--- config.mk ---
export PLATFORM = sky130hd
export DESIGN_NAME = long_mul_unit
export DESIGN_NICKNAME = d
export VERILOG_FILES = /design/src/rtl/long_mul_unit.sv
export SDC_FILE = /design/constraint.sdc
export NUM_CORES = 1
export LEC_CHECK = 0
export ABC_CLOCK_PERIOD_IN_PS = 5000
export BUFFER_PORTS_ARGS = -buffer_cell sky130_fd_sc_hd__clkbuf_2
export CAP_MARGIN = 20
export CELL_PAD_IN_SITES_DETAIL_PLACEMENT = 0
export CELL_PAD_IN_SITES_GLOBAL_PLACEMENT = 2
export CORE_UTILIZATION = 32
export CTS_CLUSTER_DIAMETER = 30
export DETAILED_ROUTE_END_ITERATION = 12
export HOLD_SLACK_MARGIN = 0.02
export PLACE_DENSITY_LB_ADDON = 0.1
export SYNTH_ARGS = -nofsm -noshare
export SYNTH_HDL_FRONTEND = slang
export SYNTH_SLANG_ARGS = --single-unit
--- constraint.sdc ---
create_clock -name clk -period 5 [get_ports clk]
set_clock_uncertainty 0.15 [all_clocks]
set_input_delay 1 -clock clk [delete_from_list [all_inputs] [get_ports clk]]
set_output_delay 1 -clock clk [all_outputs]
set_load 0.01 [all_outputs]
--- src/rtl/long_mul_unit.sv ---
// Multicycle 32x32->64 long multiplier (UMULL/SMULL/UMLAL/SMLAL) that drives the
// register file's dual write port for one cycle when the result is ready.
module long_mul_unit #(
    parameter int N = 32
) (
    input  logic         clk,
    input  logic         reset,
    input  logic         start,
    input  logic         is_signed,
    input  logic         accumulate,
    input  logic [N-1:0] a,
    input  logic [N-1:0] b,
    input  logic [N-1:0] acc_lo,
    input  logic [N-1:0] acc_hi,
    input  logic [3:0]   rdlo_addr,
    input  logic [3:0]   rdhi_addr,
    output logic         busy,
    output logic         done,
    output logic         we3,
    output logic         w_64,
    output logic [3:0]   wa3_32,
    output logic [3:0]   wa3_64,
    output logic [N-1:0] wd3_32,
    output logic [N-1:0] wd3_64,
    output logic         flag_n,
    output logic         flag_z
);

    typedef enum logic [1:0] {
        IDLE = 2'd0,
        MUL  = 2'd1,
        FIX  = 2'd2,
        WB   = 2'd3
    } state_t;

    localparam logic [N-1:0]   ONE_N   = 1;
    localparam logic [2*N-1:0] ONE_2N  = 1;
    localparam logic [5:0]     LAST_IT = 6'(N - 1);

    state_t state_reg, state_next;

    logic [2*N-1:0] mcand_reg;
    logic [2*N-1:0] product_reg;
    logic [2*N-1:0] acc_reg;
    logic [N-1:0]   mplier_reg;
    logic [5:0]     cnt_reg;
    logic           neg_reg;
    logic           signed_reg;
    logic           accum_reg;
    logic [3:0]     lo_addr_reg;
    logic [3:0]     hi_addr_reg;

    logic [2*N-1:0] result_reg;
    logic [3:0]     wa_lo_reg;
    logic [3:0]     wa_hi_reg;
    logic           flag_n_reg;
    logic           flag_z_reg;

    logic [N-1:0]   a_mag;
    logic [N-1:0]   b_mag;
    logic [2*N-1:0] signed_product;
    logic [2*N-1:0] fix_result;

    // Signed mode works on magnitudes; 0x80000000 maps to itself, which is
    // exactly its magnitude when read as unsigned.
    always_comb begin
        a_mag = (is_signed && a[N-1]) ? (~a + ONE_N) : a;
        b_mag = (is_signed && b[N-1]) ? (~b + ONE_N) : b;
    end

    always_comb begin
        signed_product = (signed_reg && neg_reg) ? (~product_reg + ONE_2N) : product_reg;
        fix_result     = accum_reg ? (signed_product + acc_reg) : signed_product;
    end

    always_ff @(posedge clk) begin
        if (reset) begin
            state_reg <= IDLE;
        end else begin
            state_reg <= state_next;
        end
    end

    always_comb begin
        state_next = state_reg;
        case (state_reg)
            IDLE: if (start) state_next = MUL;
            MUL:  if (cnt_reg == LAST_IT) state_next = FIX;
            FIX:  state_next = WB;
            WB:   state_next = IDLE;
            default: state_next = IDLE;
        endcase
    end

    always_ff @(posedge clk) begin
        if (reset) begin
            mcand_reg   <= '0;
            product_reg <= '0;
            acc_reg     <= '0;
            mplier_reg  <= '0;
            cnt_reg     <= '0;
            neg_reg     <= 1'b0;
            signed_reg  <= 1'b0;
            accum_reg   <= 1'b0;
            lo_addr_reg <= '0;
            hi_addr_reg <= '0;
            result_reg  <= '0;
            wa_lo_reg   <= '0;
            wa_hi_reg   <= '0;
            flag_n_reg  <= 1'b0;
            flag_z_reg  <= 1'b0;
        end else begin
            case (state_reg)
                IDLE: begin
                    if (start) begin
                        mcand_reg   <= {{N{1'b0}}, a_mag};
                        mplier_reg  <= b_mag;
                        product_reg <= '0;
                        cnt_reg     <= '0;
                        neg_reg     <= a[N-1] ^ b[N-1];
                        signed_reg  <= is_signed;
                        accum_reg   <= accumulate;
                        acc_reg     <= {acc_hi, acc_lo};
                        lo_addr_reg <= rdlo_addr;
                        hi_addr_reg <= rdhi_addr;
                    end
                end
                MUL: begin
                    if (mplier_reg[0]) begin
                        product_reg <= product_reg + mcand_reg;
                    end
                    mcand_reg  <= mcand_reg << 1;
                    mplier_reg <= mplier_reg >> 1;
                    cnt_reg    <= cnt_reg + 6'd1;
                end
                FIX: begin
                    // Output registers load here so WB presents them with no input path.
                    result_reg <= fix_result;
                    wa_lo_reg  <= lo_addr_reg;
                    wa_hi_reg  <= hi_addr_reg;
                    flag_n_reg <= fix_result[2*N-1];
                    flag_z_reg <= (fix_result == '0);
                end
                default: begin
                end
            endcase
        end
    end

    assign busy   = (state_reg != IDLE);
    assign done   = (state_reg == WB);
    assign we3    = done;
    assign w_64   = done;
    assign wa3_32 = wa_lo_reg;
    assign wa3_64 = wa_hi_reg;
    assign wd3_32 = result_reg[N-1:0];
    assign wd3_64 = result_reg[2*N-1:N];
    assign flag_n = flag_n_reg;
    assign flag_z = flag_z_reg;

endmodule

Word level (Yosys, flattened, before mapping)
Index checks and enable logic that the tools add are counted.
{ "word_totals": {"reg_bits": 317, "input_bits": 141, "word_cells": 60} }
{ "op_classes": {"addsub": 6, "n_eq_ne": 7, "mux": 16, "bitwise": 4, "n_reduce_logical": 11} }
{ "op_table": {"columns": ["operator", "count"], "rows": [
  ["$mux W64", 5],
  ["$pmux W64 S2", 2],
  ["$add A64 B64 Y64", 2],
  ["$mux W32", 3],
  ["$add A32 B1 Y32 const B", 2],
  ["$add A64 B1 Y64 const B", 1],
  ["$logic_not A64 Y1", 1],
  ["$not A32 Y32", 2],
  ["$not A64 Y64", 1],
  ["$pmux W32 S2", 1],
  ["$pmux W6 S2", 1],
  ["$pmux W2 S4", 1],
  ["$add A6 B1 Y6 const B", 1],
  ["$eq A6 B5 Y1 const B", 1],
  ["$mux W6", 1],
  ["$ne A2 B2 Y1 const B", 3],
  ["$reduce_and A2 Y1", 3],
  ["$eq A2 B2 Y1 const B", 2],
  ["$mux W2", 2],
  ["$reduce_bool A2 Y1", 2],
  ["$logic_and A1 B1 Y1", 3],
  ["$reduce_and A3 Y1", 1],
  ["$eq A2 B1 Y1 const B", 1],
  ["$logic_not A2 Y1", 1],
  ["$xor A1 B1 Y1", 1]
]} }

Longest topological paths before layout
{ "logic_depth": {"depth_word": 6, "ltp_mapped": 22, "depth_no_buf": 21} }

Worst setup path before layout
Ideal clock, no wire load.
{ "synth_path": {"kind": "reg-to-reg", "start": "reg product_reg[10]", "end": "reg flag_z_reg (netlist: flag_z)", "setup_time_ns": 0.060, "arrival_time_ns": 4.924, "required_time_ns": 4.790, "setup_slack_ns": -0.133, "path_stages_with_launch": 21, "path_buffers": 2, "period_less_slack_ns": 5.133, "cell_sequence": "dfxtp_1 -> or4_1 -> buf_2 -> nor4b_4 -> nand3_2 -> o31ai_1 -> xnor2_1 -> ha_1 -> clkbuf_1 -> nand4_1 -> nor2_1 -> and4_1 -> or3b_2 -> a2111oi_0 -> o31a_1 -> or4_1 -> and3_1 -> o2111ai_1 -> nor4bb_1 -> o2111ai_1 -> nand2_1"} }
{ "synth_between": {"elab_chain_cells": 6} }
{ "synth_rtl": {"columns": ["item", "line", "rtl"], "rows": [
  ["start: declaration", "43", "logic [2*N-1:0] product_reg;"],
  ["start signal: assignment", "130", "product_reg <= product_reg + mcand_reg;"],
  ["$not A64 Y64", "72", "signed_product = (signed_reg && neg_reg) ? (~product_reg + ONE_2N) : product_reg;"],
  ["$add A64 B1 Y64", "72", null],
  ["$mux W64 *", "72", null],
  ["$add A64 B64 Y64", "73", "fix_result = accum_reg ? (signed_product + acc_reg) : signed_product;"],
  ["$mux W64 *", "73", null],
  ["$logic_not A64 Y1 *", "142", "flag_z_reg <= (fix_result == '0);"],
  ["end signal: assignment", "142", null],
  ["end: declaration", "57", "logic flag_z_reg;"]
]} }
Every way passes the cells marked *; elsewhere a longest branch is shown, timed or not.
A chain may end at the register's enable or synchronous reset.

Worst setup path in the final report
Ends and elaborated chain as after synthesis.

==> flow_summary.json <==
{
  "status": "finished, violations left",
  "violations": "setup timing",
  "power_frac_comb_pct": 31.9,
  "die_area_um2": 71300,
  "path_max_fanout": 5,
  "row_count": 96,
  "overflow": 0,
  "critPathCaptureType": "flip-flop",
  "whs_ns": 0.299,
  "post_drt_wl_per_cell_um": 18.7,
  "cts_made_buffers": 92,
  "reg2reg_from": "product_reg[10]$_SDFFE_PP0P_",
  "setup_viol": 2,
  "swShare_pct": 36.3,
  "synth.distinct_cells": 91,
  "drv_slew": 0,
  "postSynth.topFlopCell": "dfxtp_1",
  "synth.top_cell.area_share_pct": 28.1,
  "yosys-top-cells-area": "dfxtp_1 28%, ha_1 8.3%, nand2_1 8.0%",
  "cap_violations": 0,
  "ant_nets": 0,
  "finalCritPeriodShare_pct": 105,
  "synth.net_count": 3308,
  "max_freq_mhz": 191,
  "crit_slowest_cell": "or4_4",
  "antenna_found_initial": 1,
  "core_area_um2": 69100,
  "pwr-share-clk_pct": 43.6,
  "grt.total_usage_pct": 24.0,
  "start_kind": "flip-flop",
  "final_nets": 3920,
  "power_mw": 14.2,
  "worst_slack_ns": -0.238,
  "yosys_warnings": 0,
  "cts.sinks": 316,
  "ys_seq_area_share_pct": 28.1,
  "ys_seq_elements": 316,
  "ir_drop_mv": 0.397,
  "root_buffer": "clkbuf_16",
  "drtIter0Drc": 1465,
  "worst-path-buf-inv": 3,
  "critPathKind": "reg2reg",
  "holdCritStartpoint": "mplier_reg[19]$_SDFFE_PP0P_",
  "crit_start": "product_reg[10]$_SDFFE_PP0P_",
  "path_cells": "or4_4 -> buf_6 -> nor4b_4 -> buf_6 -> nand3_4 -> buf_6 -> o41ai_4 -> xnor2_1 -> ha_1 -> a21oi_2 -> nand2_1 -> a221oi_2 -> o211ai_1 -> or3_1 -> a31oi_1 -> nand4_1 -> or4_4 -> nor4_4 -> o2111ai_1 -> nand2_1",
  "areaGrowthSynthToFinish_pct": 42.4,
  "finalCriticalPeriod_ns": 5.24,
  "wirelength_um": 86900,
  "drcViolationCount": 0,
  "layout_commonest_cell": "nand2_1",
  "grt_pass1_vias": 23500,
  "initial_core_util_pct": 32.6,
  "grt_max_degree": 123,
  "clk_transition_reported_paths_ns": 0.05,
  "cts_tree": "done",
  "die_height_um": 267,
  "diodes": 0,
  "instances_no_fill": 4637,
  "max_stage_delay_ns": 0.55,
  "cpLargestDelayFamily": "simple AND/OR/NAND/NOR gates",
  "dp_hpwl_um": 67100,
  "h-tree-depth": 3,
  "dp_cells": 4432,
  "place_congestion": 0.946,
  "cpMostUsedCell": "buf_6",
  "synth_edf_count": 0,
  "power_switching_mw": 5.15,
  "post-route-util_pct": 46.4,
  "dpl_cell_area_um2": 27500,
  "avgSynthCellArea_um2": 7.46,
  "slew_headroom_pct": 27.8,
  "p_leak_nw": 14.1,
  "port_buffers": 218,
  "yosys.area.top_type": "dfxtp_1",
  "rsz0062_at_grt": "yes",
  "final_cell_mix": "474 x nand2_1, 460 x buf_4, 332 x a21oi_1",
  "io_pins": 219,
  "die_x_um": 267,
  "synth_area_um2": 22500,
  "worstMarginPinSlew_ns": 1.08,
  "syn_inst": 3015,
  "clockBufferDepth": 3,
  "cp.required_ns": 5.40,
  "pre_cts_ws_ns": -0.508,
  "fin_setup_tns_ns": -0.359,
  "clock_latency_ns": 0.65,
  "hold_path_class": "reg2reg",
  "drtPass1Iterations": 5,
  "powerDensity_nw_per_um2": 443,
  "vias": 24300,
  "design_area_um2": 32000,
  "cp.arrival_ns": 5.64,
  "post_drt_via_cell_ratio": 5.23,
  "p_int_mw": 9.03,
  "drive_gt1_share_pct": 28.0,
  "grt_pass1_wl_um": 134000,
  "hold_viol_final": 0,
  "synth-async-reset-ratio_pct": 0,
  "seqPwrFrac_pct": 24.4
}
==> worst register-to-register path, cell delays in order (launching register included) <==
cell and delay, ns:
dfxtp_2 0.31, or4_4 0.55, buf_6 0.16, nor4b_4 0.26, buf_6 0.16, nand3_4 0.09
buf_6 0.14, o41ai_4 0.21, xnor2_1 0.19, ha_1 0.33, a21oi_2 0.18, nand2_1 0.09
a221oi_2 0.33, o211ai_1 0.19, or3_1 0.39, a31oi_1 0.26, nand4_1 0.14, or4_4 0.53
nor4_4 0.26, o2111ai_1 0.15, nand2_1 0.08
==> power groups by stage <==
stage	logic (mW)	clock network, mW	registers, mW
floorplan	2.61	0	3.40
global placement	4.34	0	3.48
detailed placement	4.36	0	3.49
CTS	4.47	6.31	3.46
global route	5.01	6.45	3.53
finish	4.53	6.19	3.46
==> synthesized netlist by cell type, types with 10 or more instances <==
library cell and number:
o31ai_1 39, nand2_1 481, o21ai_0 160, and3_1 19, mux2i_1 30, dfxtp_1 316, ha_1 150, o41ai_1 10
or2_2 11, o211ai_1 35, or4_1 18, nand2b_1 16, a31oi_1 22, o21a_1 17, a22o_1 27, buf_1 17
nand3_1 38, o21bai_1 23, xor2_1 86, or3_1 26, xnor2_1 121, nor3_1 67, a21oi_1 349, a211oi_1 58
nor4_1 15, clkbuf_1 152, nor2b_1 15, and2_1 20, a21o_1 66, nor2_1 285, a22oi_1 61, inv_1 59
nand4_1 46
==> worst paths after layout <==
kind | depth (start not counted) | end | slack (ns)
worst max register to register | 20 | flag_z$_SDFFE_PP0P_ | -0.24
worst min-delay path | 2 | mplier_reg[19]$_SDFFE_PP0P_ | 0.30
worst max-delay path | 20 | flag_z$_SDFFE_PP0P_ | -0.24
worst min register to register | 2 | mplier_reg[19]$_SDFFE_PP0P_ | 0.30
==> per-layer routing <==
metal	up-vias	routed length (um)	share of wire (%)	track usage (%)
met5	-	0	0	0
met4	0	2150	2.5	7.47
met3	124	4300	4.9	3.97
met2	593	35500	41	34.8
met1	11400	45000	52	35.6
li1	12200	-	-	-
==> logic make-up (layout without fill, tap and decap cells) <==
kind of cell             Yosys count  count (layout)  share of synthesized area [%]
AND/OR/NAND/NOR                 1101            1101                           22.2
AO/OA/AOI/OAI                    972             972                           27.6
flip-flops                       316             316                           28.1
buffers and inverters            234             925                           3.97
XOR/XNOR                         207             207                           8.06
adder cells (fa/ha/maj)          152             152                           8.52
multiplexers                      33              33                           1.49
==> layout make-up <==
class / count / area (um^2)
tap: 931 / 1160
clock buffer: 113 / 2530
timing repair buffer: 693 / 4750
multi-input combinational: 2465 / 16200
clock inverter: 60 / 825
fill: 6965 / 37000
sequential: 316 / 6330
inverter: 59 / 221
==> what timing repair did <==
| action | CTS | global route |
|---|---|---|
| cloned | 0 | 0 |
| pin swaps | 35 | 42 |
| setup endpoints to repair | 14 | 19 |
| resized for setup | 76 | 98 |
| hold buffers | 0 | 0 |
| buffers inserted | 10 | 27 |
No activity file was read; power rests on OpenSTA's default activity.
